<file path="src/rtl/rgb_ddr_burst_writer.sv">
// Packs FWFT RGB pixels into DATA_WIDTH-bit memory words and writes them to an MCB-style port,
// issuing one write command per BURST_LEN words, with an end-of-frame flush.
module rgb_ddr_burst_writer #(
  parameter int unsigned RGB_WIDTH  = 24,
  parameter int unsigned DATA_WIDTH = 32,
  parameter bit          PACKED     = 1'b1,
  parameter int unsigned BURST_LEN  = 16,
  parameter int unsigned ADDR_WIDTH = 30
) (
  input  logic                    clk,
  input  logic                    rst,
  input  logic                    frame_start,
  input  logic [ADDR_WIDTH-1:0]   frame_base,
  input  logic                    flush,
  input  logic [RGB_WIDTH-1:0]    pix_data,
  input  logic                    pix_valid,
  output logic                    pix_read,
  output logic                    wr_en,
  output logic [DATA_WIDTH-1:0]   wr_data,
  output logic [DATA_WIDTH/8-1:0] wr_mask,
  input  logic                    wr_full,
  output logic                    cmd_en,
  output logic [2:0]              cmd_instr,
  output logic [5:0]              cmd_bl,
  output logic [ADDR_WIDTH-1:0]   cmd_byte_addr,
  input  logic                    cmd_full,
  output logic                    flush_done,
  output logic                    busy,
  output logic                    seq_err
);

  localparam int unsigned PIX_W  = PACKED ? RGB_WIDTH : 32;
  localparam int unsigned ACC_W  = DATA_WIDTH + PIX_W;
  localparam int unsigned FILL_W = $clog2(ACC_W);
  localparam int unsigned WCNT_W = $clog2(BURST_LEN + 1);
  localparam int unsigned BYTES  = DATA_WIDTH / 8;

  localparam logic [FILL_W-1:0] FILL_DW  = FILL_W'(DATA_WIDTH);
  localparam logic [FILL_W-1:0] FILL_PIX = FILL_W'(PIX_W);
  localparam logic [WCNT_W-1:0] WCNT_BL  = WCNT_W'(BURST_LEN);

  localparam logic [1:0] StIdle = 2'd0;
  localparam logic [1:0] StRun  = 2'd1;
  localparam logic [1:0] StCmd  = 2'd2;

  logic [1:0]            state_q, state_d;
  logic [ACC_W-1:0]      acc_q, acc_d;
  logic [FILL_W-1:0]     fill_q, fill_d;
  logic [WCNT_W-1:0]     wcnt_q, wcnt_d;
  logic [ADDR_WIDTH-1:0] addr_q, addr_d;
  logic                  flush_req_q, flush_req_d;
  logic                  seq_err_q, seq_err_d;
  logic                  flush_done_q, flush_done_d;
  logic [PIX_W-1:0]      pix_ext;
  logic [WCNT_W-1:0]     wcnt_m1;

  assign pix_ext = PIX_W'(pix_data);
  assign wcnt_m1 = wcnt_q - WCNT_W'(1);

  // Accept needs fill below a word, emit needs a full word, so they never coincide.
  always_comb begin
    pix_read = 1'b0;
    wr_en    = 1'b0;
    cmd_en   = 1'b0;
    if (state_q == StRun) begin
      pix_read = pix_valid && (fill_q < FILL_DW) && !flush_req_q;
      wr_en    = (fill_q >= FILL_DW) && !wr_full && (wcnt_q < WCNT_BL);
    end
    if (state_q == StCmd) begin
      cmd_en = !cmd_full;
    end
  end

  always_comb begin
    state_d      = state_q;
    acc_d        = acc_q;
    fill_d       = fill_q;
    wcnt_d       = wcnt_q;
    addr_d       = addr_q;
    flush_req_d  = flush_req_q;
    seq_err_d    = seq_err_q;
    flush_done_d = 1'b0;
    unique case (state_q)
      StIdle: begin
        if (frame_start) begin
          state_d     = StRun;
          addr_d      = frame_base;
          acc_d       = '0;
          fill_d      = '0;
          wcnt_d      = '0;
          flush_req_d = flush;
        end else if (flush) begin
          flush_done_d = 1'b1;
        end
      end
      StRun: begin
        if (frame_start) seq_err_d = 1'b1;
        if (flush) flush_req_d = 1'b1;
        if (pix_read) begin
          acc_d[fill_q +: PIX_W] = pix_ext;
          fill_d = fill_q + FILL_PIX;
        end else if (wr_en) begin
          acc_d  = acc_q >> DATA_WIDTH;
          fill_d = fill_q - FILL_DW;
          wcnt_d = wcnt_q + WCNT_W'(1);
        end else if (flush_req_q && (fill_q != '0) && (fill_q < FILL_DW)) begin
          // Upper acc bits are already zero, so this emits a zero-padded word.
          fill_d = FILL_DW;
        end
        if (wcnt_d == WCNT_BL) begin
          state_d = StCmd;
        end else if (flush_req_q && (fill_q == '0)) begin
          if (wcnt_q != '0) begin
            state_d = StCmd;
          end else begin
            state_d      = StIdle;
            flush_req_d  = 1'b0;
            flush_done_d = 1'b1;
          end
        end
      end
      StCmd: begin
        if (frame_start) seq_err_d = 1'b1;
        if (flush) flush_req_d = 1'b1;
        if (cmd_en) begin
          addr_d = addr_q + ADDR_WIDTH'(wcnt_q) * ADDR_WIDTH'(BYTES);
          wcnt_d = '0;
          if (flush_req_q && (fill_q == '0)) begin
            state_d      = StIdle;
            flush_req_d  = 1'b0;
            flush_done_d = 1'b1;
          end else begin
            state_d = StRun;
          end
        end
      end
      default: state_d = StIdle;
    endcase
  end

  always_ff @(posedge clk or negedge rst) begin
    if (!rst) begin
      state_q      <= StIdle;
      acc_q        <= '0;
      fill_q       <= '0;
      wcnt_q       <= '0;
      addr_q       <= '0;
      flush_req_q  <= 1'b0;
      seq_err_q    <= 1'b0;
      flush_done_q <= 1'b0;
    end else begin
      state_q      <= state_d;
      acc_q        <= acc_d;
      fill_q       <= fill_d;
      wcnt_q       <= wcnt_d;
      addr_q       <= addr_d;
      flush_req_q  <= flush_req_d;
      seq_err_q    <= seq_err_d;
      flush_done_q <= flush_done_d;
    end
  end

  assign wr_data       = acc_q[DATA_WIDTH-1:0];
  assign wr_mask       = '0;
  assign cmd_instr     = 3'b000;
  assign cmd_bl        = (state_q == StCmd) ? 6'(wcnt_m1) : 6'd0;
  assign cmd_byte_addr = addr_q;
  assign busy          = (state_q != StIdle);
  assign flush_done    = flush_done_q;
  assign seq_err       = seq_err_q;

endmodule

</file>
<file path="config.mk">
export PLATFORM = sky130hd
export DESIGN_NAME = rgb_ddr_burst_writer
export DESIGN_NICKNAME = d
export VERILOG_FILES = /design/src/rtl/rgb_ddr_burst_writer.sv
export SDC_FILE = /design/constraint.sdc
export NUM_CORES = 1
export LEC_CHECK = 0
export BUFFER_PORTS_ARGS = -buffer_cell sky130_fd_sc_hd__buf_2
export CAP_MARGIN = 20
export CORE_MARGIN = 2
export CORE_UTILIZATION = 60
export DETAILED_ROUTE_END_ITERATION = 12
export GPL_TIMING_DRIVEN = 0
export PLACE_DENSITY = 0.88
export RECOVER_POWER = 25
export SKIP_CTS_REPAIR_TIMING = 1
export SYNTH_ARGS = -nofsm -noshare
export SYNTH_HDL_FRONTEND = slang
export SYNTH_SLANG_ARGS = --single-unit
</file>
<file path="constraint.sdc">
create_clock -name clk -period 3.84 [get_ports clk]
set_input_delay 0.384 -clock clk [delete_from_list [all_inputs] [get_ports clk]]
set_output_delay 0.384 -clock clk [all_outputs]
set_load 0.05 [all_outputs]
</file>
# ---- After elaboration in Yosys (flattened, before gate mapping)
# Index checks and enable logic that the tools add are counted.
dict set report op_classes {
  addsub 6
  mux 46
  n_shift 2
  n_reduce_logical 26
  order_cmp 3
  eq_ne 8
}
# op count
set ops {}
lappend ops {{$mux W56} 3}
lappend ops {{$pmux W56 S2} 1}
lappend ops {{$mux W30} 2}
lappend ops {{$pmux W30 S2} 1}
lappend ops {{$bwmux W56} 1}
lappend ops {{$shift A24 B8 Y56 const A} 1}
lappend ops {{$shiftx A24 B8 Y56} 1}
lappend ops {{$add A30 B7 Y30} 1}
lappend ops {{$mux W5} 6}
lappend ops {{$mux W6} 4}
lappend ops {{$mux W1} 18}
lappend ops {{$pmux W5 S3} 1}
lappend ops {{$reduce_and A3 Y1} 5}
lappend ops {{$pmux W6 S2} 1}
lappend ops {{$mux W2} 5}
lappend ops {{$neg A6 Y8} 1}
lappend ops {{$logic_and A1 B1 Y1} 7}
lappend ops {{$add A6 B5 Y6 const B} 1}
lappend ops {{$ge A6 B6 Y1 const B} 1}
lappend ops {{$logic_not A6 Y1} 1}
lappend ops {{$lt A6 B6 Y1 const B} 1}
lappend ops {{$pmux W1 S3} 2}
lappend ops {{$pmux W2 S3} 1}
lappend ops {{$reduce_bool A2 Y1} 3}
lappend ops {{18 further kinds} 22}
dict set report totals {
  register_bits 102
  elab_cells 99
  in_bits 61
}

# ---- Logic depth before layout (Yosys ltp)
# Gate-level depths: netlist of run 1.
dict set report logic_depth {
  ltp_word 10
  ltp_mapped 10
  mapped_depth_nobuf 8
}

# ---- Least setup slack after synthesis of run 1
# No wires, ideal clock.
dict set report synth_path {
  path_type {reg2reg}
  start {register addr_q[2], in the netlist cmd_byte_addr[2]}
  end {register addr_q[24], in the netlist cmd_byte_addr[24]}
  setup_ns 0.069
  period_less_slack_ns 2.653
  stages_incl_launch_ff 10
  arrival_time_ns 2.583
  t_required_ns 3.771
  setup_slack_ns 1.187
  cell_sequence {dfrtp_1 ha_1 inv_1 fa_1 nor2b_1 o31a_1 clkbuf_1 o21ai_1 or4_1 nand3_1}
}
dict set report synth_between {
  elab_chain_cells 3
}
# item line
set synth_rtl {}
lappend synth_rtl {{start, declared} 50} ;# logic [ADDR_WIDTH-1:0] addr_q, addr_d;
lappend synth_rtl {{start signal, assigned} 156} ;# addr_q <= addr_d;
lappend synth_rtl {{$add A30 B7 Y30} 126} ;# addr_d = addr_q + ADDR_WIDTH'(wcnt_q) * ADDR_WIDTH'(BYTES);
lappend synth_rtl {{$mux W30} 125} ;# if (cmd_en) begin
lappend synth_rtl {{$pmux W30 S2} 83} ;# unique case (state_q)
# No other way between the ends. The select of a mux whose other input is x is not followed.
# A chain may end at the register's enable or synchronous reset.

# ---- Worst setup path after layout of run 1
dict set report layout_path {
  start {register fill_q[3]}
  end {register acc_q[9]}
}
dict set report layout_between {
  elab_chain_cells 6
  word_cells_on_any_way 16
  cone_classes {add/sub (1); order compare (2); eq/ne (1); shift (2); mux (5); reduce/logical (5)}
}
# item line
set layout_rtl {}
lappend layout_rtl {{start, declared} 48} ;# logic [FILL_W-1:0] fill_q, fill_d;
lappend layout_rtl {{start signal, assigned} 154} ;# fill_q <= fill_d;
lappend layout_rtl {{parallel branches: the longest is 6 deep, another holds $neg A6 Y8} --}
lappend layout_rtl {{end signal, assigned} 144} ;# acc_q <= '0;
lappend layout_rtl {{end signal, assigned} 153} ;# acc_q <= acc_d;
lappend layout_rtl {{end, declared} 47} ;# logic [ACC_W-1:0] acc_q, acc_d;
# Several ways; the timed one is not identified.

==> impl_metrics.yaml, run 1 <==
clock_network:
  cts_buffers: 9
  cts_buffer_depth: 2
  cts_tree: "yes"
  clock_sinks: 99
  cts-htree-levels: 3
  root_buffer: "clkbuf_16"
  clkLatencyLatePin_ps: 360
  path_clk_slew_ps: 70
timing:
  setup_tns_ps: 0
  post-route-min-period_ps: 3520
  period_share: 0.918
  tightest_slew_ps: 2840
  finalMaxSlewViolations: 49
  rsz0062_at_grt: "false"
  hold_viol: 0
  timing.final.ws_setup_ps: 316
  worst_slew_margin_rel: -0.896
  finalSetupViolations: 0
  finClkSkew_ps: 8.30
  max_freq_ghz: 0.284
  hold_ws_ps: 238
synth:
  ys_async_sr_fraction: 1.00
  synth-xor-area-share: 0.00516
  synth_area_mm2: 0.00679
  synth_ff_type: "dfrtp_1"
  ys_seq_area_frac: 0.365
  synth_fa_ha_area_frac: 0.0325
  yosys_warnings: 0
  synth-edff-count: 0
  syn_area_per_cell_um2: 8.63
  syn_inst: 786
  synth_top_family_by_area: "compound AO/OA/AOI/OAI gates"
  ys_ff_latch: 99
  yosys.area_share.simple: 0.174
  synth.distinct_cells: 80
  synthMuxAreaShare: 0.0579
  synth_compound_area_frac: 0.273
critical_path:
  cp.arrival_ps: 3820
  cp_max_fo: 10
  critPathMostFrequentCell: "ha_1"
  worst-path-buf-inv: 3
  slowest_delay_ps: 640
  r2r_slack_ps: 320
  slowest_stage: "nor3_2"
  critical_path.cell_chain: "buf_2, clkinv_1, ha_1, ha_1, buf_1, nand2_1, nor3_2, o21ai_1, a21oi_2, a22o_1"
  worstPathRequired_ps: 4130
  crit_path_start_kind: "register"
  path_class: "register to register"
  endpoint_kind: "register"
  cp_top_family: "buffers and inverters"
layout:
  areaGrowthSynthToFinish_pct: 17.7
  seqCellArea_mm2: 0.00248
  utilization: 0.731
  insertedDiodeCount: 0
  nNetsFinal: 1016
  fill_cells: 866
  multi_input_area_mm2: 0.00371
  layout-drive-gt1-share: 0.250
floorplanning:
  num_rows: 38
  dieArea_mm2: 0.0122
  die_w_um: 110
  die_y_um: 110
  ios: 142
  core_area_mm2: 0.0109
  start_util: 0.620
power_and_ir_drop:
  total_power_uw: 7030
  clkPwrFrac: 0.139
  power_frac_seq: 0.226
  p_int_uw: 3180
  power_density_mw_per_mm2: 881
  p_leak_uw: 0.00370
  peakVddDrop_mv: 0.577
  swShare: 0.547
  p_sw_uw: 3850
  combPwrFrac: 0.635
drt:
  drc: 0
  drt_iter0_drc: 889
  vias_per_cell: 6.46
  ant_nets: 0
  wl_per_cell_um: 19.1
  wirelength_um: 20700
  dr.pass1.iters: 6
  num_vias: 7000
run_status:
  status: "finished, violations left"
  violations: "max-capacitance violations, max-slew violations"
global_route:
  grt_overflow: 0
  grt.total_usage: 0.346
  grt_pass1_vias: 6258
  grt_max_degree: 52
  grt_pass1_wl_um: 32200
  antenna_found_initial: 0
hold_path:
  hp-class: "input port to register"
place:
  portBuffers: 133
  hpwl_um: 15000
  place_congestion: 1.01
  dpl_worst_slack_ps: 440
flow_run:
  maxCapViolations: 1
==> metal layers <==
metal,GRT usage,up-vias,part of all wire
met5,0,-,0
met4,0.121,0,0.030
met3,0.0705,69,0.11
met2,0.522,457,0.45
met1,0.496,3295,0.41
li1,-,3179,-
==> flip-flops by register name (all words and copies together), names as in the netlist <==
signal and cells:
flush_req_q 1, acc_q 56, cmd_byte_addr 30, wcnt_q 5
fill_q 3, flush_done 1, state_q 2, seq_err 1
==> cells by family after synthesis <==
kind of cell,count (synthesis)
compound gates,266
mux,37
buf+inv,117
xor+xnor,4
simple gates,245
other cells,1
flops,99
fa+ha+maj,17
==> worst paths after layout <==
| kind | from | endpoint | depth (start not counted) |
|---|---|---|---|
| max | fill_q[3] | acc_q[9] | 10 |
| min | frame_base[21] | cmd_byte_addr[21] | 3 |
| max reg2reg | fill_q[3] | acc_q[9] | 10 |
| min reg2reg | acc_q[19] | acc_q[19] | 2 |
| max in group asynchronous | rst | cmd_byte_addr[14] | 1 |
| min in group asynchronous | rst | acc_q[16] | 1 |
==> power groups by stage <==
stage                     Combinational (uW)  Sequential (uW)  Clock [uW]
after floorplan                         2720             2060           0
after global placement                  4250             1580           0
after detailed placement                4320             1590           0
after CTS                               4350             1570         969
after global routing                    4770             1620        1020
final                                   4470             1590         981
==> cell type report <==
class,instances,area share
Multi-Input combinational cell,577,0.465
Sequential cell,99,0.310
Timing Repair Buffer,134,0.0866
Buffer,89,0.0648
Clock buffer,11,0.0291
Tap cell,140,0.0219
Inverter,28,0.0132
Clock inverter,5,0.00971
==> cell usage in the layout (no fill, tap or decap), types with 7 or more instances in the layout <==
| master | instances |
|---|---|
| conb_1 | 8 |
| nor2_1 | 57 |
| and3_1 | 8 |
| a21o_1 | 9 |
| ha_1 | 16 |
| a221oi_1 | 17 |
| o31ai_1 | 8 |
| nand2b_1 | 9 |
| nor3_1 | 9 |
| o22ai_1 | 17 |
| o32ai_1 | 9 |
| a22o_1 | 17 |
| buf_2 | 143 |
| a211oi_1 | 12 |
| buf_4 | 43 |
| a21oi_1 | 35 |
| nand4_1 | 7 |
| nand3_1 | 27 |
| inv_1 | 26 |
| o21ai_0 | 62 |
| a22oi_1 | 23 |
| clkbuf_1 | 32 |
| mux2i_1 | 19 |
| mux2_2 | 18 |
| clkbuf_16 | 9 |
| nand2_1 | 91 |
| dfrtp_1 | 99 |
==> through the flow <==
stage / area (um^2) / std cells
floorplan: 6810 / 793
global placement: 7650 / 1066
detailed placement: 7680 / 1067
CTS: 7990 / 1083
global route: 7990 / 1083
finish: 7990 / 1083
==> cell usage after synthesis, types with 7 or more instances <==
cell	count	share of area
and3_1	8	0.0074
nand2_1	91	0.050
a211oi_1	12	0.013
o22ai_1	17	0.016
a21o_1	9	0.010
o32ai_1	9	0.012
a221oi_1	17	0.022
nand4_1	7	0.0065
buf_4	43	0.048
nor2_1	57	0.032
nand2b_1	9	0.0083
mux2i_1	19	0.028
dfrtp_1	99	0.37
a21oi_1	35	0.026
nor3_1	9	0.0066
inv_1	26	0.014
ha_1	16	0.030
clkbuf_1	29	0.016
o31ai_1	8	0.0089
buf_2	11	0.0081
nand3_1	27	0.020
a22oi_1	23	0.025
a22o_1	17	0.022
mux2_2	18	0.030
o21ai_0	62	0.046
==> worst register-to-register path, stage by stage, from the launching register on <==
cell and delay (ps):
dfrtp_1 360, buf_2 220, clkinv_1 300, ha_1 330, ha_1 330, buf_1 380, nand2_1 120, nor3_2 640
o21ai_1 160, a21oi_2 410, a22o_1 220
No activity file was read; power rests on OpenSTA's default activity.
==> run 2, diff against run 1 <==
--- a/config.mk
+++ b/config.mk
@@ -11,7 +11,7 @@
 export CORE_UTILIZATION = 60
 export DETAILED_ROUTE_END_ITERATION = 12
 export GPL_TIMING_DRIVEN = 0
-export PLACE_DENSITY = 0.88
+export PLACE_DENSITY = 0.83
 export RECOVER_POWER = 25
 export SKIP_CTS_REPAIR_TIMING = 1
 export SYNTH_ARGS = -nofsm -noshare
==> impl_metrics.yaml, run 2 (same netlist as run 1, synthesis figures left out) <==
drt:
  num_vias: 7198
  wirelength_um: 22700
  ant_nets: 0
  vias_per_cell: 6.64
  wl_per_cell_um: 20.9
  drt_iter0_drc: 871
  dr.pass1.iters: 5
  drc: 0
global_route:
  grt_max_degree: 72
  grt.total_usage: 0.382
  grt_pass1_wl_um: 35300
  grt_overflow: 0
  antenna_found_initial: 0
  grt_pass1_vias: 6739
power_and_ir_drop:
  power_density_mw_per_mm2: 892
  p_leak_uw: 0.00371
  peakVddDrop_mv: 0.639
place:
  place_congestion: 0.995
  placedCellCount: 1067
  portBuffers: 133
  hpwl_um: 16800
run_status:
  violations: "max-capacitance violations, max-slew violations"
  status: "finished, violations left"
critical_path:
  cp_max_fo: 10
  slowest_delay_ps: 660
  worst-path-buf-inv: 3
  endpoint_kind: "register"
  critical_path.cell_chain: "buf_2, clkinv_1, ha_1, ha_1, buf_1, nand2_1, nor3_2, o21ai_1, a21oi_2, a22o_1"
  worstPathRequired_ps: 4140
  path_class: "register to register"
  critPathMostFrequentCell: "ha_1"
  cp_top_family: "buffers and inverters"
  slowest_stage: "nor3_2"
  cp.arrival_ps: 3860
  crit_path_start_kind: "register"
timing:
  post-route-min-period_ps: 3560
  finalMaxSlewViolations: 29
  setup_tns_ps: 0
  worst_slew_margin_rel: -0.168
  rsz0062_at_grt: "false"
  hold_viol: 0
  finClkSkew_ps: 6.86
  finalSetupViolations: 0
  tightest_slew_ps: 1750
  max_freq_ghz: 0.281
  period_share: 0.928
clock_network:
  cts_tree: "yes"
  cts-htree-levels: 3
  cts_buffer_depth: 2
  path_clk_slew_ps: 70
  cts_buffers: 9
  clock_sinks: 99
  clkLatencyLatePin_ps: 360
  root_buffer: "clkbuf_16"
layout:
  stdcell_count: 1084
  layout-drive-gt1-share: 0.252
  nNetsFinal: 1017
  multi_input_area_mm2: 0.00371
  seqCellArea_mm2: 0.00248
  top_register: "acc_q"
  final_cell_mix: "143 x buf_2, 99 x dfrtp_1, 91 x nand2_1"
  layout_commonest_cell: "buf_2"
  insertedDiodeCount: 0
  fill_cells: 878
  largest_reg_flops: 56
  areaGrowthSynthToFinish_pct: 17.9
floorplanning:
  start_util: 0.620
  ios: 142
  dieArea_mm2: 0.0122
  die_y_um: 110
  core_area_mm2: 0.0109
  die_w_um: 110
  num_rows: 38
flow_run:
  maxCapViolations: 1
hold_path:
  hp-class: "input port to register"
## run 2: cell types whose count changed in the layout (fill, tap and decap cells not counted)
cell | before | now
inv_6 | 0 | 1
clkbuf_1 | 32 | 30
clkbuf_8 | 0 | 2
clkinv_4 | 0 | 1
bufinv_16 | 2 | 1
dlygate4sd3_1 | 0 | 1
clkinv_2 | 2 | 1
## run 2: area by class of cell
cell class                      instances  share of cell area
Buffer                                 89              0.0647
Clock buffer                           11              0.0316
Clock inverter                          5             0.00751
Inverter                               28              0.0131
Multi-Input combinational cell        577               0.464
Sequential cell                        99               0.310
Tap cell                              140              0.0219
Timing Repair Buffer                  135              0.0877
## run 2: path summary, 6_finish.rpt
path / startpoint / to / slack, ps / depth (start not counted)
min reg2reg: acc_q[6] / acc_q[6] / 480 / 1
max: fill_q[3] / acc_q[14] / 280 / 10
min in group asynchronous: rst / acc_q[25] / 1020 / 2
min: frame_base[21] / cmd_byte_addr[21] / 260 / 3
max in group asynchronous: rst / fill_q[4] / 1710 / 3
max reg2reg: fill_q[3] / acc_q[14] / 280 / 10
## run 2: power by group
part / total [uW] / leakage (uW) / switching, uW / internal [uW]
logic: 4570 / 0.00227 / 3260 / 1310
clock network: 970 / 0.000152 / 427 / 543
registers: 1600 / 0.00129 / 296 / 1300
total: 7140 / 0.00371 / 3980 / 3160
## run 2: stage by stage
stage / worst slack [ps] / total power (uW) / cell area, um^2 / utilization / hold WS [ps]
6_report: 277 / 7140 / 8000 / 0.732 / 256
5_1_grt: 138 / 7510 / 8000 / 0.732 / 276
4_1_cts: 402 / 6990 / 8000 / 0.731 / -36.7
3_5_place_dp: 419 / 6020 / 7680 / 0.703 / 347
3_3_place_gp: 505 / 5910 / 7650 / 0.700 / 456
2_1_floorplan: 1190 / 4780 / 6810 / - / 88.4
## run 2: layer usage
metal  wire, um  global-route usage  vias to the layer above
met5          0                   0                        -
met2       9910               0.567                      551
met4        660               0.131                        0
met3       2630              0.0870                       76
met1       9450               0.549                     3388
li1           -                   -                     3183
## run 2: worst reg2reg max path: stages, from the launching register on
cell and delay (ps):
dfrtp_1 380, buf_2 230, clkinv_1 280, ha_1 310, ha_1 330, buf_1 400, nand2_1 130, nor3_2 660
o21ai_1 160, a21oi_2 400, a22o_1 220
